## src/rtl/vlc_tx_pkg.sv

```systemverilog
// Shared constants and streamer state encoding for the VLC transmit path.
package vlc_tx_pkg;

    localparam int SYNC_LEN   = 480;
    localparam int FFT_POINT  = 64;
    localparam int CP_NUM     = 16;
    localparam int SYMBOL_NUM = 8;
    localparam int DATA_LEN   = (FFT_POINT + CP_NUM) * SYMBOL_NUM;
    localparam int FRAME_LEN  = SYNC_LEN + DATA_LEN;
    localparam int ADDR_W     = 11;
    localparam int DATA_W     = 8;

    typedef enum logic [2:0] {
        S_IDLE,
        S_WAIT,
        S_STREAM,
        S_DRAIN,
        S_DONE,
        S_GAP
    } streamer_state_t;

    function automatic logic is_busy(input streamer_state_t s);
        return (s == S_STREAM) || (s == S_DRAIN) || (s == S_DONE);
    endfunction

endpackage

```

## src/rtl/frame_streamer_if.sv

```systemverilog
// Bundle between the frame streamer, the assembler read port and the DAC driver.
interface frame_streamer_if;
    import vlc_tx_pkg::*;

    logic              enable;
    logic              frame_ready;
    logic [ADDR_W-1:0] read_ptr;
    logic [DATA_W-1:0] frame_data;
    logic              tx_done;
    logic [DATA_W-1:0] dac_data;
    logic              dac_valid;
    logic              busy;
    logic [15:0]       frame_count;

    modport master (
        output enable, frame_ready, frame_data,
        input  read_ptr, tx_done, dac_data, dac_valid, busy, frame_count
    );

    modport slave (
        input  enable, frame_ready, frame_data,
        output read_ptr, tx_done, dac_data, dac_valid, busy, frame_count
    );

endinterface

```

## src/rtl/sample_strobe_gen.sv

```systemverilog
// Divides clk down to the DAC sample rate; strobe is high whenever the counter sits at zero.
module sample_strobe_gen #(
    parameter int SAMPLE_DIV = 4
) (
    input  logic clk,
    input  logic rst,
    input  logic i_clear,
    output logic o_strobe
);
    localparam int                 CNT_W    = (SAMPLE_DIV > 1) ? $clog2(SAMPLE_DIV) : 1;
    localparam logic [CNT_W-1:0]   CNT_LAST = CNT_W'(SAMPLE_DIV - 1);

    logic [CNT_W-1:0] r_div_cnt;

    always_ff @(posedge clk) begin
        if (rst || i_clear) begin
            r_div_cnt <= '0;
        end else if (r_div_cnt == CNT_LAST) begin
            r_div_cnt <= '0;
        end else begin
            r_div_cnt <= r_div_cnt + CNT_W'(1);
        end
    end

    assign o_strobe = (r_div_cnt == '0);

endmodule

```

## src/rtl/frame_streamer.sv

```systemverilog
// Walks the assembled-frame buffer at the DAC sample rate and realigns the returned bytes
// into a paced sample stream, pulsing tx_done after the last sample to release the assembler.
module frame_streamer #(
    parameter int FRAME_LEN  = vlc_tx_pkg::FRAME_LEN,
    parameter int RD_LATENCY = 3,
    parameter int SAMPLE_DIV = 4,
    parameter int IFG        = 16
) (
    input  logic            clk,
    input  logic            rst,
    frame_streamer_if.slave bus
);
    import vlc_tx_pkg::*;

    localparam logic [ADDR_W-1:0] LAST_ADDR = ADDR_W'(FRAME_LEN - 1);
    localparam logic [15:0]       GAP_LAST  = 16'(IFG - 1);

    streamer_state_t        r_state;
    streamer_state_t        w_next_state;
    logic                   w_strobe;
    logic                   w_issue;
    logic                   w_clear_div;
    logic [RD_LATENCY-1:0]  r_vpipe;
    logic [RD_LATENCY:0]    w_vshift;
    logic [15:0]            r_gap_cnt;
    logic [ADDR_W-1:0]      r_read_ptr;
    logic [DATA_W-1:0]      r_dac_data;
    logic                   r_dac_valid;
    logic [15:0]            r_frame_count;

    // Holding the divider clear outside STREAM makes the entry cycle the first strobe.
    assign w_clear_div = (r_state != S_STREAM);
    assign w_issue     = (r_state == S_STREAM) && w_strobe;
    assign w_vshift    = {r_vpipe, w_issue};

    sample_strobe_gen #(
        .SAMPLE_DIV (SAMPLE_DIV)
    ) u_strobe (
        .clk      (clk),
        .rst      (rst),
        .i_clear  (w_clear_div),
        .o_strobe (w_strobe)
    );

    always_ff @(posedge clk) begin
        if (rst) begin
            r_state <= S_IDLE;
        end else begin
            r_state <= w_next_state;
        end
    end

    always_comb begin
        w_next_state = r_state;
        bus.tx_done  = 1'b0;
        bus.busy     = is_busy(r_state);
        case (r_state)
            S_IDLE:   if (bus.enable) w_next_state = S_WAIT;
            S_WAIT: begin
                if (!bus.enable)          w_next_state = S_IDLE;
                else if (bus.frame_ready) w_next_state = S_STREAM;
            end
            S_STREAM: if (w_issue && (r_read_ptr == LAST_ADDR)) w_next_state = S_DRAIN;
            S_DRAIN:  if (r_vpipe == '0) w_next_state = S_DONE;
            S_DONE: begin
                bus.tx_done  = 1'b1;
                w_next_state = S_GAP;
            end
            S_GAP: begin
                if (r_gap_cnt == GAP_LAST) w_next_state = bus.enable ? S_WAIT : S_IDLE;
            end
            default:  w_next_state = S_IDLE;
        endcase
    end

    always_ff @(posedge clk) begin
        if (rst) begin
            r_vpipe       <= '0;
            r_dac_valid   <= 1'b0;
            r_dac_data    <= '0;
            r_read_ptr    <= '0;
            r_gap_cnt     <= '0;
            r_frame_count <= '0;
        end else begin
            r_vpipe     <= w_vshift[RD_LATENCY-1:0];
            r_dac_valid <= r_vpipe[RD_LATENCY-1];
            if (r_vpipe[RD_LATENCY-1]) begin
                r_dac_data <= bus.frame_data;
            end else if (w_next_state == S_DONE) begin
                r_dac_data <= '0;
            end
            // The final address holds through DRAIN and is cleared as DONE is entered.
            if ((r_state == S_WAIT) && (w_next_state == S_STREAM)) begin
                r_read_ptr <= '0;
            end else if (w_next_state == S_DONE) begin
                r_read_ptr <= '0;
            end else if (w_issue && (r_read_ptr != LAST_ADDR)) begin
                r_read_ptr <= r_read_ptr + ADDR_W'(1);
            end
            if (r_state == S_GAP) begin
                r_gap_cnt <= r_gap_cnt + 16'd1;
            end else begin
                r_gap_cnt <= '0;
            end
            if (r_state == S_DONE) begin
                r_frame_count <= r_frame_count + 16'd1;
            end
        end
    end

    assign bus.read_ptr    = r_read_ptr;
    assign bus.dac_data    = r_dac_data;
    assign bus.dac_valid   = r_dac_valid;
    assign bus.frame_count = r_frame_count;

endmodule
```

## src/flat_wrapper.sv

```systemverilog
// flat-port wrapper written by rule: the top's interface ports become plain ports
module frame_streamer_flat import vlc_tx_pkg::*;
#(
    parameter int FRAME_LEN  = vlc_tx_pkg::FRAME_LEN,
    parameter int RD_LATENCY = 3,
    parameter int SAMPLE_DIV = 4,
    parameter int IFG        = 16
)
  (clk, rst, bus_enable, bus_frame_ready, bus_frame_data, bus_read_ptr, bus_tx_done, bus_dac_data, bus_dac_valid, bus_busy, bus_frame_count);
  frame_streamer_if bus_i ();
  input  logic clk;
  input  logic rst;
  input wire logic [$bits(bus_i.enable)-1:0] bus_enable;
  input wire logic [$bits(bus_i.frame_ready)-1:0] bus_frame_ready;
  input wire logic [$bits(bus_i.frame_data)-1:0] bus_frame_data;
  output wire logic [$bits(bus_i.read_ptr)-1:0] bus_read_ptr;
  output wire logic [$bits(bus_i.tx_done)-1:0] bus_tx_done;
  output wire logic [$bits(bus_i.dac_data)-1:0] bus_dac_data;
  output wire logic [$bits(bus_i.dac_valid)-1:0] bus_dac_valid;
  output wire logic [$bits(bus_i.busy)-1:0] bus_busy;
  output wire logic [$bits(bus_i.frame_count)-1:0] bus_frame_count;
  assign bus_i.enable = bus_enable;
  assign bus_i.frame_ready = bus_frame_ready;
  assign bus_i.frame_data = bus_frame_data;
  assign bus_read_ptr = bus_i.read_ptr;
  assign bus_tx_done = bus_i.tx_done;
  assign bus_dac_data = bus_i.dac_data;
  assign bus_dac_valid = bus_i.dac_valid;
  assign bus_busy = bus_i.busy;
  assign bus_frame_count = bus_i.frame_count;
  frame_streamer #(.FRAME_LEN(FRAME_LEN), .RD_LATENCY(RD_LATENCY), .SAMPLE_DIV(SAMPLE_DIV), .IFG(IFG)) u_core (.clk(clk), .rst(rst), .bus(bus_i));
endmodule
```

## config.mk

```make
export PLATFORM = sky130hd
export DESIGN_NAME = frame_streamer_flat
export DESIGN_NICKNAME = d
export VERILOG_FILES = /design/src/rtl/vlc_tx_pkg.sv /design/src/rtl/frame_streamer_if.sv /design/src/rtl/sample_strobe_gen.sv /design/src/rtl/frame_streamer.sv /design/src/flat_wrapper.sv
export SDC_FILE = /design/constraint.sdc
export NUM_CORES = 1
export LEC_CHECK = 0
export ABC_AREA = 1
export CAP_MARGIN = 25
export CORE_MARGIN = 10
export CORE_UTILIZATION = 33
export CTS_BUF_LIST = sky130_fd_sc_hd__clkbuf_8
export CTS_CLUSTER_DIAMETER = 30
export CTS_CLUSTER_SIZE = 30
export DETAILED_ROUTE_END_ITERATION = 10
export PLACE_DENSITY = 0.62
export SLEW_MARGIN = 20
export SYNTH_ARGS = -nofsm -noshare
export SYNTH_HDL_FRONTEND = slang
export SYNTH_SLANG_ARGS = --single-unit
```

## constraint.sdc

```tcl
create_clock -name clk -period 4.4 [get_ports clk]
set_input_delay 1.1 -clock clk [delete_from_list [all_inputs] [get_ports clk]]
set_output_delay 1.1 -clock clk [all_outputs]
set_load 0.01 [all_outputs]
```

==> impl_results.md, run 1 <==
* Status: finished, final reports clean
* Core Footprint at 9150 um2
* # IOs at 50
* DRT antenna net count at 0
* Leakage at ~0.0013 uW
* Total global-route track usage at approximately 11%
* Final Setup Violations at 0
* Area share of the largest cell type after synthesis at roughly 39%
* Largest family of logic cells by synthesized area: simple AND/OR/NAND/NOR gates
* Cell family with most CP delay: buffers and inverters
* Post-Synth Simple-Gate Area at approximately 35%
* Worst-path fanout max at 14
* # rows at 35
* DPL Wire Length at ~5.4 mm
* Total congestion overflow at 0
* Post-Syn Area at between 3000 and 4000 um2
* Final min period at approximately 3 ns
* Yosys warning total at 0
* Largest cells by area after synthesis: dfxtp_1 39%, nand2_1 14%, nor2_1 7.1%, inv_1 5.3%, a21oi_1 4.4%
* GPL Wtd Cong at 0.831
* Cell count after synthesis at about 440
* Setup TNS at 0 ns
* Initial DRT Pass Iterations at 4
* Area grow syn2layout at 24.7%
* CTS tree: built
* # DRC at 0
* Max frequency at between 300 and 400 MHz
* Mux cell area share after synthesis at 0%
* Part of the power in combinational logic at about 3.6%
* Biggest cell delay along the critical path at around 0.56 ns
* Port Buffer Count at 49
* Crit path DAT at between 1.5 and 2 ns
* Peak supply drop at approximately 110 uV
* Post-CTS setup buffers at 0
* RSZ-0062 raised after global routing: false
* Via count at about 2900
* Worst Hold Class: reg2reg
* Synth area leader: dfxtp_1
* Seq/Total Area, Yosys at between 30% and 40%
* Area occupied by multi-input gates at between 1500 and 2000 um2
* Prevailing post-synth register cell: dfxtp_1
* Pint at 834 uW
* Initial core utilization at between 30% and 40%
* Post-CTS sizing at 0
* Clock Latency Late Sink at between 0.3 and 0.4 ns
* Largest net degree at the start of global routing at 28
* Setup crit start kind: flip-flop
* Post-Syn Nets at 454
* Post-synth EDFFs at 0
* Seq pwr share at 51.3%
* Final hold viol count at 0
* CTS root buf: clkbuf_8
* Synth Area per Inst at ~7 um2
* Switching power at about 230 uW
* Clock Power Share at between 40 and 50%
* Worst path cell trace: inv_2 -> nand3_1 -> nand2_1 -> clkdlybuf4s50_1
* Antenna Cells at 0
* Die footprint at ~14000 um2
* Worst Path Buf+Inv at 2
* Total Wirelength at 7.24 mm
* First-pass GRT wire length at around 12 mm
* Adder-cell share of the synthesized area at 2.04%
* Slowest cell on crit path: clkdlybuf4s50_1
* PwrDens at 279 nW/um2
* Max_cap viols at 0
* Cts hold-fix bufs at 0
* Async set or reset register ratio after synthesis at 0%
* Worst Skew at between 0.009 and 0.01 ns
* Routed WL per cell at 12.0 um
* Share of layout cells above drive strength 1 at between 10% and 20%
* Vias in the first global route at about 2600
* Final core utilization at approximately two fifths
* Clock sink count at 60
* H-tree depth at 3
* WS Path Type: reg2out
* Compound-Gate Fraction of Synth Area at about an eighth
* Avg Vias per Cell at about 4.7
* Yosys cell types at 32
* Relative slew slack at between 50% and 60%
* CP endpoint kind: output pin
* # fillers at between 900 and 1000
* Post-synthesis xor/xnor area fraction at under 10%
* Clk slew on worst S/H paths at roughly 0.060 ns
* CP Data Required Time at roughly 3.3 ns
* Clk buf depth at 2
* Sw Share at approximately 22%
* Final count of pins violating max slew at 0
* Initial antenna violation count at 0
* Die Y-Extent at ~120 um
* Initial DRC Count at between 150 and 200
* Horiz. Die Dim at between 100 and 150 um
* Final #Nets at 506
* Synth top cells by count: 117 x nand2_1, 60 x dfxtp_1, 58 x nor2_1
* Total CTS buffers at 9
* Count leader, synth: nand2_1
* Sequential Area at between 1000 and 1500 um2
* Synthesized flop and latch total at 60
* Final period util at between 60% and 70%
* Slew @ Worst Pin at about 0.7 ns
-- worst register-to-register path, stage by stage, from the launching register on --
cell,delay [ns]
dfxtp_1,0.56
inv_1,0.12
nand3_2,0.13
nor2_4,0.06
nand3b_1,0.54
a21oi_1,0.28
-- flip-flops by register name (all words and copies together) (netlist names) --
| register | cells |
|---|---|
| u_core.bus.dac_valid | 1 |
| u_core.bus.read_ptr | 11 |
| u_core.r_vpipe | 3 |
| u_core.bus.dac_data | 8 |
| u_core.bus.frame_count | 16 |
| u_core.r_state | 3 |
| u_core.r_gap_cnt | 16 |
| u_core.u_strobe.r_div_cnt | 2 |
-- routing by layer --
| metal | global-route usage, % | vias to the layer above | part of all wire, % |
|---|---|---|---|
| li1 | - | 1506 | - |
| met1 | 12.8 | 1282 | 46 |
| met2 | 16.9 | 55 | 45 |
| met3 | 5.19 | 8 | 7.4 |
| met4 | 3.50 | 0 | 0.97 |
| met5 | 0 | - | 0 |
-- cell usage in the layout (no fill, tap or decap) --
cell | synthesis | routed
nor3_4 | 1 | 1
nor2_2 | 5 | 5
a22oi_1 | 8 | 8
a21oi_2 | 10 | 10
xor2_1 | 4 | 4
inv_1 | 43 | 45
nor4_1 | 1 | 1
nor2_4 | 5 | 5
nor2_1 | 58 | 58
o21a_1 | 1 | 1
ha_1 | 5 | 5
nand4_1 | 12 | 12
clkdlybuf4s50_1 | 0 | 49
bufinv_16 | 0 | 1
nand3_2 | 4 | 4
a21oi_1 | 27 | 27
o21bai_1 | 1 | 1
nor3b_1 | 1 | 1
buf_4 | 1 | 1
nand2_1 | 117 | 117
xnor2_1 | 6 | 6
dfxtp_1 | 60 | 60
nand3_1 | 21 | 21
nor3_1 | 8 | 8
nand3b_1 | 1 | 1
clkinv_2 | 0 | 2
clkbuf_8 | 1 | 10
nand2_2 | 6 | 6
inv_2 | 8 | 8
o21ai_0 | 14 | 14
clkinv_4 | 0 | 1
nor3_2 | 1 | 1
-- through the flow --
stage | instance area, um2 | std cells | setup WS, ns | hold WS (ns) | total power (uW)
2_1_floorplan | 3070 | 437 | 2.42 | 0.417 | 583
3_3_place_gp | 3640 | 589 | 1.59 | 0.429 | 599
3_5_place_dp | 3640 | 589 | 1.55 | 0.438 | 599
4_1_cts | 3830 | 605 | 1.36 | 0.453 | 1080
5_1_grt | 3830 | 605 | 1.21 | 0.473 | 1110
6_report | 3830 | 605 | 1.40 | 0.449 | 1070
-- kinds of logic after synthesis --
family,count (synthesis)
buffers and inverters,60
and+or+nand+nor,241
xor gates and xnor gates,10
DFF,60
adders and majority gates,5
AOI/OAI and AO/OA,61
-- layout make-up --
cell class	count	share of cell area [%]
multi-input cells	317	42.0
clock buffers	10	3.59
flip-flops and latches	60	31.4
clock inverters	6	1.47
inverters	51	5.00
well taps	111	3.63
repair buffers	50	13.0
-- power groups by stage --
stage | logic [uW] | registers (uW) | clock network (uW)
finish | 38.6 | 548 | 481
global route | 42.8 | 548 | 522
CTS | 39.1 | 548 | 495
detailed placement | 39.0 | 560 | 0
global placement | 38.6 | 560 | 0
floorplan | 23.0 | 560 | 0
-- final timing paths --
check / slack, ns / end / startpoint / depth (start not counted)
max: 1.40 / bus_busy / u_core.r_state[1] / 4
min: 0.45 / u_core.r_vpipe[2] / u_core.r_vpipe[1] / 2
max reg2reg: 2.62 / u_core.bus.read_ptr[0] / u_core.r_vpipe[2] / 5
min reg2reg: 0.45 / u_core.r_vpipe[2] / u_core.r_vpipe[1] / 2
(Power assumes the default switching activity.)
==> run 2, diff against run 1 <==
--- a/config.mk
+++ b/config.mk
@@ -13,7 +13,7 @@
 export CTS_CLUSTER_DIAMETER = 30
 export CTS_CLUSTER_SIZE = 30
 export DETAILED_ROUTE_END_ITERATION = 10
-export PLACE_DENSITY = 0.62
+export PLACE_DENSITY = 0.64
 export SLEW_MARGIN = 20
 export SYNTH_ARGS = -nofsm -noshare
 export SYNTH_HDL_FRONTEND = slang
==> constraint.sdc (replaced) <==
create_clock -name clk -period 2.5 [get_ports clk]
set_input_delay 0.625 -clock clk [delete_from_list [all_inputs] [get_ports clk]]
set_output_delay 0.625 -clock clk [all_outputs]
set_load 0.01 [all_outputs]
==> run 2 against run 1 <==
Net effect: worst hold slack worse by 0.0024 ns; sequential cell count stayed put; first-iteration DRC count is 46% lower; sequential share of layout area is 0.10 points lower; count of clock-buffer cells in the layout stayed put; total power is 74% higher; sequential power is 76% higher.
==> impl_results.md, run 2 (synthesis results as in run 1) <==
* Status: finished, final reports clean (unchanged)
* Switching power at 401 uW (was 233 uW)
* Largest net degree at the start of global routing at 20 (was 28)
* Worst Hold Class: reg2reg (unchanged)
* Share of layout cells above drive strength 1 at 11.3% (was 11.1%)
* Avg Vias per Cell at 4.76 (was 4.71)
* Relative slew slack at 73.8% (was 53.2%)
* Initial antenna violation count at 0 (unchanged)
* Clock sink count at 60 (unchanged)
* First-pass GRT wire length at 12.5 mm (was 12.0 mm)
* H-tree depth at 3 (unchanged)
* DRT antenna net count at 0 (unchanged)
* Via count at 2890 (was 2851)
* Worst-path fanout max at 4 (was 14)
* # fillers at 952 (was 929)
* Final period util at just under 90%
* Sw Share at 21.5% (was 21.9%)
* Total CTS buffers at 9 (unchanged)
* # DRC at 0 (unchanged)
* Leakage at 0.00132 uW (was 0.00131 uW)
* PwrDens at 484 nW/um2 (was 279 nW/um2)
* Initial DRT Pass Iterations at 5 (was 4)
* Slew @ Worst Pin at 0.392 ns (was 0.699 ns)
* Horiz. Die Dim at 116 um (unchanged)
* Clk slew on worst S/H paths at 0.07 ns (was 0.06 ns)
* Initial core utilization at 33.6% (unchanged)
* Antenna Cells at 0 (unchanged)
* Design Power at 1860 uW (was 1070 uW)
* CP Data Required Time at 1.88 ns (was 3.30 ns)
* Core Footprint at 9150 um2 (unchanged)
* WS Path Type: reg2out (unchanged)
* Min Hold Slack at 0.446 ns (was 0.449 ns)
* Final count of pins violating max slew at 0 (unchanged)
* Most common cell after layout, fill and taps aside: nand2_1 (unchanged)
* Post-CTS setup buffers at 0 (unchanged)
* Total global-route track usage at 11.3% (was 10.8%)
* RSZ-0062 raised after global routing: false (unchanged)
* Final hold viol count at 0 (unchanged)
* GRT Max-Usage Layer: met2 (unchanged)
* GPL Wtd Cong at 0.857 (was 0.831)
* Final Setup Violations at 0 (unchanged)
* Seq pwr share at 51.8% (was 51.3%)
* Max_cap viols at 0 (unchanged)
* Most frequent cells in the layout: 117 x nand2_1, 60 x dfxtp_1, 58 x nor2_1 (unchanged)
* Max frequency at between 400 and 500 MHz
* Met1 Usage GRT at 13.5% (was 12.8%)
* Setup TNS at 0 ns (unchanged)
* Total Wirelength at 7.21 mm (was 7.24 mm)
* Clock Latency Late Sink at 0.33 ns (about the same)
* Pint at 1460 uW (was 834 uW)
* Post-Layout Cell Count at 607 (was 605)
* Final #Nets at 509 (was 506)
* Crit path DAT at 1.55 ns (was 1.90 ns)
* Area grow syn2layout at 25.1% (was 24.7%)
* CTS tree: built (unchanged)
* Total congestion overflow at 0 (unchanged)
* Cts hold-fix bufs at 0 (unchanged)
* Met3 GRT Util at 4.26% (was 5.19%)
* Setup crit start kind: flip-flop (unchanged)
* Clk buf depth at 2 (unchanged)
* Final min period at ~2.2 ns
* Port Buffer Count at 49 (unchanged)
* # rows at 35 (unchanged)
* Vias in the first global route at 2797 (was 2648)
* Part of the power in combinational logic at 3.8% (was 3.6%)
* Die footprint at 13600 um2 (unchanged)
* # IOs at 50 (unchanged)
* CTS root buf: clkbuf_8 (unchanged)
* Routed WL per cell at 11.9 um (was 12.0 um)
* DPL Wire Length at 5.51 mm (was 5.43 mm)
* Placed cell count at 592 (was 589)
* Post-CTS sizing at 0 (unchanged)
* CP endpoint kind: output pin (unchanged)
* Die Y-Extent at 116 um (unchanged)
* GRT met2 Usage at 17.2% (was 16.9%)
* Clock Power Share at 44.4% (was 45.0%)
* Initial DRC Count at 101 (was 187)
* Peak supply drop at 191 uV (was 107 uV)
* Worst Skew at 0.00626 ns (was 0.00960 ns)
[run 2: cell count changes in the layout (fill, tap and decap cells not counted), sizes merged]
| cell | delta |
|---|---|
| inv | +1 |
| clkinv | -2 |
| buf | +3 |
[run 2: metal layers]
metal | vias to the layer above | share of wire, %
li1 | 1510 | -
met1 | 1311 | 46
met2 | 56 | 44
met3 | 13 | 7.5
met4 | 0 | 2.0
met5 | - | 0
[run 2: path summary, 6_finish.rpt]
kind / cells after the start / end / start / slack [ns]
max: 4 / bus_busy / u_core.r_state[1] / 0.33
min: 1 / u_core.u_strobe.r_div_cnt[0] / u_core.u_strobe.r_div_cnt[0] / 0.45
max reg2reg: 8 / u_core.bus.read_ptr[3] / u_core.bus.read_ptr[0] / 0.78
min reg2reg: 1 / u_core.u_strobe.r_div_cnt[0] / u_core.u_strobe.r_div_cnt[0] / 0.45
[run 2: per-stage QoR]
step,instance area (um2),util [%],worst slack (ns)
final,3840,42.0,0.326
after global routing,3840,42.0,0.229
after CTS,3840,42.0,0.308
after detailed placement,3660,40.0,0.435
after global placement,3660,40.0,0.470
after floorplan,3070,-,0.992
[run 2: cell type report]
cell class                 instances  area (um2)  share of cell area [%]
inverter                          51         191                    4.98
timing repair buffer              53         520                    13.5
multi-input combinational        317        1610                    41.8
tap                              111         139                    3.61
clock buffer                      10         138                    3.58
sequential                        60        1200                    31.2
clock inverter                     5        46.3                    1.20
[run 2: power by group through the flow]
stage / registers (uW) / logic, uW / clock network, uW
floorplan: 985 / 40.4 / 0
global placement: 986 / 69.5 / 0
detailed placement: 986 / 70.4 / 0
CTS: 964 / 71.0 / 852
global route: 964 / 78.2 / 895
finish: 964 / 69.9 / 828
[run 2: worst max-delay path: stages (launching register included)]
cell	delay, ns
dfxtp_1	0.35
inv_2	0.10
nand3_1	0.09
nand2_1	0.12
clkdlybuf4s50_1	0.56
==> run 3, diff against run 2 <==
--- a/config.mk
+++ b/config.mk
@@ -13,8 +13,9 @@
 export CTS_CLUSTER_DIAMETER = 30
 export CTS_CLUSTER_SIZE = 30
 export DETAILED_ROUTE_END_ITERATION = 10
-export PLACE_DENSITY = 0.64
+export PLACE_DENSITY_LB_ADDON = 0.08
 export SLEW_MARGIN = 20
 export SYNTH_ARGS = -nofsm -noshare
 export SYNTH_HDL_FRONTEND = slang
+export SYNTH_HIERARCHICAL = 1
 export SYNTH_SLANG_ARGS = --single-unit
==> run 3 against run 2 <==
Net effect: worst hold slack lost 0.0054 ns; sequential power is essentially flat; register-to-register slack lost 0.12 ns; clock power grew 19%; global-route usage is essentially flat; sequential cell count is the same; maximum frequency shrank 7.6%; critical path type unchanged; highest routed layer unchanged.
==> impl_results.md, run 3 <==
* Share of layout cells above drive strength 1 at 6.42% (was 11.3%)
* Clock Latency Late Sink at 0.33 ns (about the same)
* Clk buf depth at 2 (unchanged)
* CP Data Required Time at 1.88 ns (about the same)
* DRT antenna net count at 0 (unchanged)
* H-tree depth at 3 (unchanged)
* Async set or reset register ratio after synthesis at 0% (unchanged)
* Final core utilization at 43.1% (was 42.0%)
* CTS root buf: clkbuf_8 (unchanged)
* Most frequent cells in the layout: 111 x nand2_1, 60 x inv_1, 59 x dfxtp_1 (was 117 x nand2_1, 60 x dfxtp_1, 58 x nor2_1)
* Vias in the first global route at 2655 (was 2797)
* Largest cells by area after synthesis: dfxtp_1 42%, nand2_1 14%, inv_1 7.8%, nor2_1 6.4%, a21oi_1 5.7% (was dfxtp_1 39%, nand2_1 14%, nor2_1 7.1%, inv_1 5.3%, a21oi_1 4.4%)
* Peak supply drop at 296 uV (was 191 uV)
* Cell area after layout at 3720 um2 (was 3840 um2)
* Final period util at 94.1% (was 87.0%)
* # fillers at 922 (was 952)
* Port Buffer Count at 49 (unchanged)
* Slew @ Worst Pin at 0.592 ns (was 0.392 ns)
* Final Setup Violations at 0 (unchanged)
* Post-synth EDFFs at 0 (unchanged)
* Total Wirelength at 7.09 mm (was 7.21 mm)
* Clk slew on worst S/H paths at 0.07 ns (about the same)
* # IOs at 50 (unchanged)
* Post-Syn Nets at 440 (was 454)
* First-pass GRT wire length at 12.1 mm (was 12.5 mm)
* Routed WL per cell at 12.0 um (was 11.9 um)
* Placed cell count at 575 (was 592)
* Post-Layout Cell Count at 591 (was 607)
* Count leader, synth: nand2_1 (unchanged)
* Total congestion overflow at 0 (unchanged)
* Max frequency at 425 MHz (was 460 MHz)
* Relative slew slack at 60.4% (was 73.8%)
* Setup TNS at 0 ns (unchanged)
* Crit path DAT at 1.73 ns (was 1.55 ns)
* WS Path Type: reg2out (unchanged)
* Worst Skew at 0.00820 ns (was 0.00626 ns)
* Initial DRC Count at 83 (was 101)
* # DRC at 0 (unchanged)
* # rows at 34 (was 35)
* GPL Wtd Cong at 0.816 (was 0.857)
* Setup crit start kind: flip-flop (unchanged)
* Slowest cell on crit path: clkdlybuf4s50_1 (unchanged)
* Yosys warning total at 6 (was 0)
* Prevailing post-synth register cell: dfxtp_1 (unchanged)
* Area grow syn2layout at 28.7% (was 25.1%)
* Worst-path fanout max at 8 (was 4)
* Worst path cell trace: nor2_2 -> nand2_2 -> o21ai_0 -> clkdlybuf4s50_1 (was inv_2 -> nand3_1 -> nand2_1 -> clkdlybuf4s50_1)
* Avg Vias per Cell at 4.61 (was 4.76)
* Clock sink count at 60 (unchanged)
* Leakage at 0.00140 uW (was 0.00132 uW)
* Antenna Cells at 0 (unchanged)
* Final hold viol count at 0 (unchanged)
* Final count of pins violating max slew at 0 (unchanged)
* Final #Nets at 495 (was 509)
* Horiz. Die Dim at 114 um (was 116 um)
* Area share of the largest cell type after synthesis at 41.5% (was 39.1%)
* DPL Wire Length at 5.29 mm (was 5.51 mm)
* Synth top cells by count: 111 x nand2_1, 60 x dfxtp_1, 60 x inv_1 (was 117 x nand2_1, 60 x dfxtp_1, 58 x nor2_1)
* Die Y-Extent at 114 um (was 116 um)
* Post-CTS setup buffers at 0 (unchanged)
* Biggest cell delay along the critical path at 0.56 ns (about the same)
* Initial antenna violation count at 0 (unchanged)
* Post-Syn Area at 2890 um2 (was 3070 um2)
* PwrDens at 542 nW/um2 (was 484 nW/um2)
* Core Footprint at 8640 um2 (was 9150 um2)
* Status: finished, final reports clean (unchanged)
* Synth area leader: dfxtp_1 (unchanged)
* Max_cap viols at 0 (unchanged)
* Cell count after synthesis at 423 (was 437)
* Die footprint at 12900 um2 (was 13600 um2)
* Synthesized flop and latch total at 60 (unchanged)
* CP endpoint kind: output pin (unchanged)
* Synth Area per Inst at 6.84 um2 (was 7.03 um2)
* Most common cell after layout, fill and taps aside: nand2_1 (unchanged)
* CTS tree: built (unchanged)
* Final min period at 2.35 ns (was 2.17 ns)
* Cts hold-fix bufs at 0 (unchanged)
* Total CTS buffers at 9 (unchanged)
* Min Hold Slack at 0.441 ns (was 0.446 ns)
* Largest net degree at the start of global routing at 20 (unchanged)
* Seq/Total Area, Yosys at 41.5% (was 39.1%)
* Yosys cell types at 27 (was 32)
* Placed Area at 3490 um2 (was 3660 um2)
* Total global-route track usage at 11.3% (about the same)
* Initial DRT Pass Iterations at 5 (unchanged)
* Via count at 2722 (was 2890)
* Worst Hold Class: reg2reg (unchanged)
* Initial core utilization at 33.5% (was 33.6%)
* RSZ-0062 raised after global routing: false (unchanged)
-- run 3: worst paths after layout --
check,startpoint,end,slack [ns],depth (start not counted)
hold / removal,u_core/r_vpipe[0],u_core/r_vpipe[1],0.44,2
setup reg to reg,u_core/bus.read_ptr[0],u_core/bus.read_ptr[3],0.66,8
hold reg to reg,u_core/r_vpipe[0],u_core/r_vpipe[1],0.44,2
setup / recovery,u_core/r_state[1],bus_busy,0.15,4
-- run 3: power by group --
| group | switching (uW) | internal (uW) | total, uW |
|---|---|---|---|
| clock | 397 | 586 | 984 |
| combinational | 35.9 | 31.1 | 67.0 |
| sequential | 5.42 | 960 | 965 |
-- run 3: stage by stage --
stage | power, uW | worst slack [ns]
floorplan | 1020 | 0.979
global placement | 1050 | 0.434
detailed placement | 1050 | 0.424
CTS | 2060 | 0.0556
global route | 2110 | 0.0458
finish | 2020 | 0.147
-- run 3: final cells by class --
type	count	area [um2]	area share, %
Inverter	62	233	6.25
Sequential cell	60	1200	32.3
Multi-Input combinational cell	293	1410	38.0
Clock buffer	10	138	3.70
Timing Repair Buffer	52	513	13.8
Tap cell	108	135	3.63
Clock inverter	6	87.6	2.35
-- run 3: routing by layer --
metal	wire length, um	vias to the layer above	global-route usage, %
li1	-	1455	-
met5	0	-	0
met3	505	6	4.20
met4	74	0	4.82
met1	3520	1202	14.5
met2	2990	59	16.5
-- run 3: critical path: cells and delay by family (launching register included) --
family | cells | cell delay, ns
buf+inv | 1 | 0.56
simple gates | 2 | 0.34
compound gates | 1 | 0.11
flops | 1 | 0.40
-- run 3: logic make-up after synthesis --
family / after synthesis / share of synthesized area, %
simple gates: 225 / 34.1
compound gates: 53 / 9.48
flops: 60 / 41.5
xor+xnor: 10 / 3.03
fa+ha+maj: 5 / 2.16
buf+inv: 70 / 9.69
-- run 3: what timing repair did --
item	CTS	global route
endpoints found under the setup margin	0	2
resized for setup	0	2
endpoints found under the hold margin	0	0
